## src/rtl/hazard_stall_if.sv

```systemverilog
// Hazard/sequencing bundle between the pipeline and hazard_stall_ctrl.
// The master side is the pipeline; the slave side is the controller.
interface hazard_stall_if #(
   parameter int CNT_W = 16
);
   logic             IDEXMemRead;
   logic [4:0]       IDEXRegisterRt;
   logic [4:0]       IFIDRegisterRs;
   logic [4:0]       IFIDRegisterRt;
   logic             IFIDUsesRt;
   logic             branchTaken;
   logic             IDEXMdStart;
   logic             pcWrite;
   logic             IFIDWrite;
   logic             IFIDFlush;
   logic             IDEXWrite;
   logic             IDEXBubble;
   logic             EXMEMBubble;
   logic             mdBusy;
   logic             hiloWrite;
   logic [CNT_W-1:0] stallCount;

   modport master (
      output IDEXMemRead, IDEXRegisterRt, IFIDRegisterRs, IFIDRegisterRt,
             IFIDUsesRt, branchTaken, IDEXMdStart,
      input  pcWrite, IFIDWrite, IFIDFlush, IDEXWrite, IDEXBubble,
             EXMEMBubble, mdBusy, hiloWrite, stallCount
   );

   modport slave (
      input  IDEXMemRead, IDEXRegisterRt, IFIDRegisterRs, IFIDRegisterRt,
             IFIDUsesRt, branchTaken, IDEXMdStart,
      output pcWrite, IFIDWrite, IFIDFlush, IDEXWrite, IDEXBubble,
             EXMEMBubble, mdBusy, hiloWrite, stallCount
   );
endinterface

```

## src/rtl/hazard_stall_ctrl.sv

```systemverilog
// Load-use stall, branch flush and mult/div front-end freeze for the 5-stage MIPS core.
// Outputs are combinational from the IDLE/BUSY state, the latency counter and the hazard inputs.
module hazard_stall_ctrl #(
   parameter int MD_LAT = 4,
   parameter int CNT_W  = 16
) (
   input  logic         clk,
   input  logic         rst,
   hazard_stall_if.slave hz
);

   typedef enum logic {IDLE, BUSY} state_t;

   localparam logic [3:0] MD_INIT = 4'(MD_LAT - 2);

   state_t           state;
   logic [3:0]       cnt;
   logic [CNT_W-1:0] stall_count;

   logic freeze;
   logic load_use;
   logic pc_write;
   logic ifid_write;
   logic ifid_flush;
   logic idex_write;
   logic idex_bubble;
   logic exmem_bubble;
   logic hilo_write;

   function automatic logic [CNT_W-1:0] sat_inc(input logic [CNT_W-1:0] v);
      return (&v) ? v : v + {{(CNT_W-1){1'b0}}, 1'b1};
   endfunction

   // Everything is masked while rst is held so the pipeline runs freely out of reset.
   always_comb begin
      freeze = !rst && (((state == IDLE) && hz.IDEXMdStart) ||
                        ((state == BUSY) && (cnt != 4'd0)));
      load_use = !rst && hz.IDEXMemRead && (hz.IDEXRegisterRt != 5'd0) &&
                 ((hz.IDEXRegisterRt == hz.IFIDRegisterRs) ||
                  (hz.IFIDUsesRt && (hz.IDEXRegisterRt == hz.IFIDRegisterRt)));
      hilo_write   = !rst && (state == BUSY) && (cnt == 4'd0);
      pc_write     = 1'b1;
      ifid_write   = 1'b1;
      idex_write   = 1'b1;
      ifid_flush   = 1'b0;
      idex_bubble  = 1'b0;
      exmem_bubble = 1'b0;
      if (freeze) begin
         pc_write     = 1'b0;
         ifid_write   = 1'b0;
         idex_write   = 1'b0;
         exmem_bubble = 1'b1;
      end else if (load_use) begin
         // A taken branch in the stalled ID slot is re-evaluated next cycle.
         pc_write    = 1'b0;
         ifid_write  = 1'b0;
         idex_bubble = 1'b1;
      end else if (hz.branchTaken && !rst) begin
         ifid_flush = 1'b1;
      end
   end

   always_ff @(posedge clk or posedge rst) begin
      if (rst) begin
         state       <= IDLE;
         cnt         <= 4'd0;
         stall_count <= '0;
      end else begin
         if (state == IDLE) begin
            if (hz.IDEXMdStart) begin
               state <= BUSY;
               cnt   <= MD_INIT;
            end
         end else if (cnt != 4'd0) begin
            cnt <= cnt - 4'd1;
         end else begin
            state <= IDLE;
         end
         if (!pc_write)
            stall_count <= sat_inc(stall_count);
      end
   end

   assign hz.pcWrite     = pc_write;
   assign hz.IFIDWrite   = ifid_write;
   assign hz.IFIDFlush   = ifid_flush;
   assign hz.IDEXWrite   = idex_write;
   assign hz.IDEXBubble  = idex_bubble;
   assign hz.EXMEMBubble = exmem_bubble;
   assign hz.mdBusy      = (state == BUSY);
   assign hz.hiloWrite   = hilo_write;
   assign hz.stallCount  = stall_count;

endmodule

```

## src/flat_wrapper.sv

```systemverilog
// flat-port wrapper written by rule: the top's interface ports become plain ports
module hazard_stall_ctrl_flat 
#(
   parameter int MD_LAT = 4,
   parameter int CNT_W  = 16
)
  (clk, rst, hz_IDEXMemRead, hz_IDEXRegisterRt, hz_IFIDRegisterRs, hz_IFIDRegisterRt, hz_IFIDUsesRt, hz_branchTaken, hz_IDEXMdStart, hz_pcWrite, hz_IFIDWrite, hz_IFIDFlush, hz_IDEXWrite, hz_IDEXBubble, hz_EXMEMBubble, hz_mdBusy, hz_hiloWrite, hz_stallCount);
  hazard_stall_if #(.CNT_W(CNT_W)) hz_i ();
  input  logic clk;
  input  logic rst;
  input wire logic [$bits(hz_i.IDEXMemRead)-1:0] hz_IDEXMemRead;
  input wire logic [$bits(hz_i.IDEXRegisterRt)-1:0] hz_IDEXRegisterRt;
  input wire logic [$bits(hz_i.IFIDRegisterRs)-1:0] hz_IFIDRegisterRs;
  input wire logic [$bits(hz_i.IFIDRegisterRt)-1:0] hz_IFIDRegisterRt;
  input wire logic [$bits(hz_i.IFIDUsesRt)-1:0] hz_IFIDUsesRt;
  input wire logic [$bits(hz_i.branchTaken)-1:0] hz_branchTaken;
  input wire logic [$bits(hz_i.IDEXMdStart)-1:0] hz_IDEXMdStart;
  output wire logic [$bits(hz_i.pcWrite)-1:0] hz_pcWrite;
  output wire logic [$bits(hz_i.IFIDWrite)-1:0] hz_IFIDWrite;
  output wire logic [$bits(hz_i.IFIDFlush)-1:0] hz_IFIDFlush;
  output wire logic [$bits(hz_i.IDEXWrite)-1:0] hz_IDEXWrite;
  output wire logic [$bits(hz_i.IDEXBubble)-1:0] hz_IDEXBubble;
  output wire logic [$bits(hz_i.EXMEMBubble)-1:0] hz_EXMEMBubble;
  output wire logic [$bits(hz_i.mdBusy)-1:0] hz_mdBusy;
  output wire logic [$bits(hz_i.hiloWrite)-1:0] hz_hiloWrite;
  output wire logic [$bits(hz_i.stallCount)-1:0] hz_stallCount;
  assign hz_i.IDEXMemRead = hz_IDEXMemRead;
  assign hz_i.IDEXRegisterRt = hz_IDEXRegisterRt;
  assign hz_i.IFIDRegisterRs = hz_IFIDRegisterRs;
  assign hz_i.IFIDRegisterRt = hz_IFIDRegisterRt;
  assign hz_i.IFIDUsesRt = hz_IFIDUsesRt;
  assign hz_i.branchTaken = hz_branchTaken;
  assign hz_i.IDEXMdStart = hz_IDEXMdStart;
  assign hz_pcWrite = hz_i.pcWrite;
  assign hz_IFIDWrite = hz_i.IFIDWrite;
  assign hz_IFIDFlush = hz_i.IFIDFlush;
  assign hz_IDEXWrite = hz_i.IDEXWrite;
  assign hz_IDEXBubble = hz_i.IDEXBubble;
  assign hz_EXMEMBubble = hz_i.EXMEMBubble;
  assign hz_mdBusy = hz_i.mdBusy;
  assign hz_hiloWrite = hz_i.hiloWrite;
  assign hz_stallCount = hz_i.stallCount;
  hazard_stall_ctrl #(.MD_LAT(MD_LAT), .CNT_W(CNT_W)) u_core (.clk(clk), .rst(rst), .hz(hz_i));
endmodule
```

## config.mk

```make
export PLATFORM = sky130hd
export DESIGN_NAME = hazard_stall_ctrl_flat
export DESIGN_NICKNAME = d
export VERILOG_FILES = /design/src/rtl/hazard_stall_if.sv /design/src/rtl/hazard_stall_ctrl.sv /design/src/flat_wrapper.sv
export SDC_FILE = /design/constraint.sdc
export NUM_CORES = 1
export LEC_CHECK = 0
export CAP_MARGIN = 20
export CORE_AREA = 5 5 60 62
export DETAILED_ROUTE_END_ITERATION = 7
export DIE_AREA = 0 0 65 67
export PLACE_DENSITY = 0.86
export SLEW_MARGIN = 0
export SYNTH_ARGS = -nofsm -noshare
export SYNTH_HDL_FRONTEND = slang
export SYNTH_SLANG_ARGS = --single-unit
```

## constraint.sdc

```tcl
create_clock -name clk -period 2.5 [get_ports clk]
set_clock_uncertainty 0.2 [all_clocks]
set_input_delay 0.25 -clock clk [delete_from_list [all_inputs] [get_ports clk]]
set_output_delay 0.25 -clock clk [all_outputs]
set_load 0.01 [all_outputs]
```

# Yosys cells after proc, flatten, opt, wreduce, memory -nomap -nowiden
# Cells that the tools add are included.
[word_totals] ff_bits=21 latchBits=0 mem_bits_rw=0 romBits=0 inputBits=21 output_inout_bits=24 elab_cells=46 n_memories=0
[classes] n_addsub=2 mul=0 n_div=0 magnitude_cmp=0 n_eq_ne=3 shift=0 mux=15 bitwise_logic=3 reduce_logical=20
[ops] cell="$add A16 B1 Y16 const B" count=1
[ops] cell="$reduce_and A16 Y1" count=1
[ops] cell="$mux W1" count=12
[ops] cell="$mux W4" count=3
[ops] cell="$eq A5 B5 Y1" count=2
[ops] cell="$logic_and A1 B1 Y1" count=10
[ops] cell="$reduce_bool A5 Y1" count=1
[ops] cell="$logic_not A4 Y1" count=1
[ops] cell="$reduce_and A2 Y1" count=2
[ops] cell="$reduce_bool A4 Y1" count=1
[ops] cell="$sub A4 B1 Y4 const B" count=1
[ops] cell="$not A1 Y1" count=3
[ops] cell="$logic_or A1 B1 Y1" count=2
[ops] cell="$ne A2 B2 Y1 const B" count=1
[ops] cell="$reduce_bool A2 Y1" count=1
[ops] cell="$logic_not A1 Y1" count=1

# Logic depth before layout (Yosys ltp)
[depth] depth_word=8 depth_mapped=10 mapped_depth_nobuf=8

# Worst setup path after synthesis
# OpenSTA, ideal clock, no wires.
[synth_timing] kind="reg-to-reg" from="register u_core.cnt[0]" to="register u_core.stall_count[14], in the netlist u_core.hz.stallCount[14]" setup_time_ps=125 arrival_ps=1953 required_time_ps=2175 slack_ps=222 stages_incl_launch_ff=10 path_buffers=1 synth_period_minus_slack_ps=2278 cell_sequence="dfrtp_1 inv_1 ha_1 nand2b_1 o22a_1 nand2_1 o31a_1 buf_6 nor4_1 mux2_2"
[synth_via] elab_chain_len=7
[synth_lines] element="start: declaration" line="hazard_stall_ctrl.sv:17" rtl="logic [3:0] cnt;"
[synth_lines] element="start signal: assignment" line="hazard_stall_ctrl.sv:75" rtl="cnt <= cnt - 4'd1;"
[synth_lines] element="$reduce_bool A4 Y1" line="hazard_stall_ctrl.sv:37" rtl="((state == BUSY) && (cnt != 4'd0)));"
[synth_lines] element="$logic_and A1 B1 Y1" line="hazard_stall_ctrl.sv:37"
[synth_lines] element="$logic_or A1 B1 Y1" line="hazard_stall_ctrl.sv:36" rtl="freeze = !rst && (((state == IDLE) && hz.IDEXMdStart) ||"
[synth_lines] element="$logic_and A1 B1 Y1" line="hazard_stall_ctrl.sv:36"
[synth_lines] element="$mux W1" line="hazard_stall_ctrl.sv:48" rtl="if (freeze) begin"
[synth_lines] element="$not A1 Y1 (no source line)"
[synth_lines] element="$reduce_and A2 Y1 (no source line)"
[synth_lines] element="end signal: assignment" line="hazard_stall_ctrl.sv:80" rtl="stall_count <= sat_inc(stall_count);"
[synth_lines] element="end: declaration" line="hazard_stall_ctrl.sv:18" rtl="logic [CNT_W-1:0] stall_count;"
# Every way passes these cells.
# A chain may end at the register's enable or synchronous reset.

# Worst setup path in the final report
[layout_timing] from="input port hz_IFIDRegisterRt[4]" to="register u_core.stall_count[14], in the netlist u_core.hz.stallCount[14]"
[layout_via] elab_chain_len=8
[layout_lines] element="start: declaration" line="flat_wrapper.sv:14" rtl="input wire logic [$bits(hz_i.IFIDRegisterRt)-1:0] hz_IFIDRegisterRt;"
[layout_lines] element="$eq A5 B5 Y1" line="hazard_stall_ctrl.sv:40" rtl="(hz.IFIDUsesRt && (hz.IDEXRegisterRt == hz.IFIDRegisterRt)));"
[layout_lines] element="$logic_and A1 B1 Y1" line="hazard_stall_ctrl.sv:40"
[layout_lines] element="$logic_or A1 B1 Y1" line="hazard_stall_ctrl.sv:39" rtl="((hz.IDEXRegisterRt == hz.IFIDRegisterRs) ||"
[layout_lines] element="$logic_and A1 B1 Y1" line="hazard_stall_ctrl.sv:38" rtl="load_use = !rst && hz.IDEXMemRead && (hz.IDEXRegisterRt != 5'd0) &&"
[layout_lines] element="$mux W1" line="hazard_stall_ctrl.sv:53" rtl="end else if (load_use) begin"
[layout_lines] element="$mux W1" line="hazard_stall_ctrl.sv:48"
[layout_lines] element="$not A1 Y1 (no source line)"
[layout_lines] element="$reduce_and A2 Y1 (no source line)"
# Every way passes these cells.

==> impl_metrics.py <==
metrics = {
    "status": {
        "status": "complete, no violations",
    },
    "timing": {
        "tightest_slew_ns": 0.524,
        "min_period_over_period_pct": 97.3,
        "period_needed_ns": 2.43,
        "hold_ws_ns": 0.287,
        "finalHoldViolations": 0,
        "fin_ws_ns": 0.0668,
        "fmax_mhz": 411,
        "final-max-slew-violation-count": 0,
        "setup_viol": 0,
        "tns_ns": 0,
        "slew-limit-headroom_pct": 64.9,
    },
    "clock_tree": {
        "cts_root_buf": "clkbuf_4",
        "clk_latency_ns": 0.30,
        "cts_buffers": 3,
        "path_clk_slew_ns": 0.12,
        "cts.sink_count": 21,
        "cts.path.max_buffers": 2,
        "htreeDepth": 1,
        "hold_buffers": 0,
        "cts_tree": "done",
    },
    "worst_setup_path": {
        "reg2reg_to": "u_core.hz.stallCount[14]$_DFFE_PP0P_",
        "reg2reg_depth": 10,
        "cp_data_arrival_time_ns": 2.43,
        "critical_path_required_ns": 2.50,
        "reg2reg_from": "u_core.cnt[1]$_DFFE_PP0P_",
        "setup.worst_path.end_class": "register",
        "startpoint": "hz_IFIDRegisterRt[4]",
        "critPathMaxFanout": 4,
        "path_class": "in2reg",
        "rrSetupSlack_ns": 0.15,
        "startpoint_type": "primary input",
    },
    "power": {
        "p_total_mw": 1.45,
        "power_density_nw_per_um2": 741,
        "p_leak_nw": 0.918,
        "irDropWorstVdd_mv": 0.315,
    },
    "floorplanning": {
        "die_w_um": 65,
        "placementRows": 20,
        "die_y_um": 67,
        "io_pins": 45,
        "dieArea_um2": 4360,
        "initial_core_util_pct": 42.9,
        "core_um2": 2980,
    },
    "layout": {
        "syn_to_final_growth_pct": 53.5,
        "antennaDiodeCount": 0,
        "drive_above_1_share_pct": 22.9,
        "layout.nets": 217,
        "final_cells": 225,
        "fillers": 241,
    },
    "synth": {
        "netlist.area_leader.share_pct": 41.2,
        "ys_seq_elements": 21,
        "syn_area_um2": 1280,
        "synth_area_per_cell_um2": 9.82,
        "synth_area_leaders": "dfrtp_1, xor2_1, mux2_2",
        "postSynthCellCount": 130,
        "synth_top_cell_by_area": "dfrtp_1",
        "ys_types": 32,
        "ys_warn_count": 0,
        "ys_seq_area_share_pct": 41.2,
        "synth_fp_nets": 154,
    },
    "global_route": {
        "grt_pass1_wl_um": 5380,
        "first_global_vias": 1235,
        "grt_overflow": 0,
        "grt_max_degree": 22,
        "groute.usage.overall_pct": 15.9,
        "antenna_found_initial": 0,
    },
    "place": {
        "pre_cts_slack_ns": -0.374,
        "routabilityCongestion": 0.821,
        "place_inst": 214,
        "port_buffers": 44,
        "dp_hpwl_um": 2510,
    },
    "routing": {
        "drtIter0Drc": 37,
        "routed_via_density": 5.48,
        "ant_nets": 0,
        "drc_errors": 0,
        "routedWlPerCell_um": 15.2,
        "wirelength_um": 3420,
        "dr.pass1.iters": 4,
        "vias": 1233,
    },
    "job": {
        "max-cap-violations": 0,
    },
    "worst_hold_path": {
        "hp-class": "in2async",
    },
}
## flip-flops by register name, summed over array words and instances (netlist names)
name	count
u_core.cnt	4
u_core.hz.mdBusy	1
u_core.hz.stallCount	16
## what timing repair did
item | in CTS | in global routing
endpoints found under the setup margin | 7 | 22
endpoints found under the hold margin | 0 | 0
resized for setup | 12 | 21
pin swaps | 4 | 7
buffers inserted | 3 | 4
## placed cells by master (no fill, tap or decap), types with 2 or more instances in the layout
cell type / Yosys / routed
clkdlybuf4s50_1: 0 / 32
dfrtp_1: 21 / 21
buf_4: 1 / 18
nand2_1: 15 / 15
xor2_1: 16 / 14
nor3_1: 9 / 9
nor2_1: 8 / 8
inv_1: 8 / 7
dlymetal6s2s_1: 0 / 6
nand3_1: 5 / 5
mux2_2: 6 / 5
nand2b_1: 4 / 3
mux2i_1: 3 / 3
o21ai_0: 3 / 3
clkbuf_4: 0 / 3
nand4_1: 2 / 2
xor2_2: 0 / 2
nor4_2: 1 / 2
xnor2_1: 2 / 2
o31a_1: 2 / 2
or2_2: 2 / 2
nor4_4: 1 / 2
o22a_1: 3 / 2
nor4b_2: 0 / 2
ha_1: 3 / 2
dlygate4sd2_1: 0 / 2
clkdlybuf4s15_1: 0 / 2
## worst max-delay path, stage by stage
cell	delay (ns)
clkdlybuf4s50_1	0.43
xor2_1	0.16
nor4_2	0.22
a32oi_1	0.16
o31a_1	0.36
buf_4	0.16
buf_4	0.15
nor4_4	0.23
mux2_4	0.32
## how the worst max path moves through the flow
| stage | endpoint | slack (ns) | depth (start not counted) |
|---|---|---|---|
| final | u_core.hz.stallCount[14]$_DFFE_PP0P_ | 0.07 | 9 |
| after global routing | hz_EXMEMBubble | -0.001 | 7 |
| after CTS | hz_IDEXWrite | 0.003 | 6 |
| after detailed placement | hz_IFIDFlush | -0.37 | 8 |
| after global placement | u_core.hz.stallCount[14]$_DFFE_PP0P_ | -0.30 | 8 |
| after floorplan | u_core.hz.stallCount[14]$_DFFE_PP0P_ | 0.22 | 9 |
## metrics by stage
step	utilization, %	cell area, µm²
CTS	62.4	1860
finish	65.8	1960
global placement	60.5	1800
floorplan	-	1280
global route	65.8	1960
detailed placement	60.5	1800
## layer usage
metal | vias up | global-route usage [%] | part of all wire, %
li1 | 577 | - | -
met1 | 590 | 15.5 | 36
met2 | 56 | 31.3 | 54
met3 | 10 | 4.55 | 7.1
met4 | 0 | 6.33 | 2.7
met5 | - | 0 | 0
## cells in the mapped netlist
cell / count
nand2b_1: 4
nor4_2: 1
and3_1: 1
or4_1: 1
o211ai_1: 1
buf_8: 1
nor4b_1: 3
or2_2: 2
o22a_1: 3
nand2_1: 15
clkbuf_1: 1
nor4_1: 2
o31a_1: 2
ha_1: 3
nor3_1: 9
nor4_4: 1
buf_4: 1
xor2_1: 16
o21ai_0: 3
mux2i_1: 3
xnor2_1: 2
nand4b_1: 1
and4_1: 1
o21ai_1: 1
inv_1: 8
nand4_1: 2
nand3_1: 5
mux2_2: 6
a32oi_1: 1
buf_6: 1
dfrtp_1: 21
nor2_1: 8
## kinds of logic (layout without fill, tap and decap cells)
family          count (synthesis)  after routing  synth area share [%]
xor+xnor                       18             18                  12.4
simple gates                   56             56                  24.3
compound gates                 11             11                  6.27
mux                             9              9                  7.65
fa+ha+maj                       3              3                  2.94
buf+inv                        12             74                  5.29
flops                          21             21                  41.2
## cell type report
class	count	area, µm²	area share, %
repair buffers	62	578	29.5
multi-input cells	97	757	38.6
well taps	33	41.3	2.11
inverters	8	30.0	1.53
clock inverters	1	5.00	0.255
clock buffers	3	22.5	1.15
flip-flops and latches	21	526	26.8
## power by group
group	switching (mW)	total (mW)	internal, mW
logic	0.335	0.753	0.418
registers	0.103	0.535	0.431
clock network	0.105	0.164	0.0596
(Power assumes the default switching activity.)
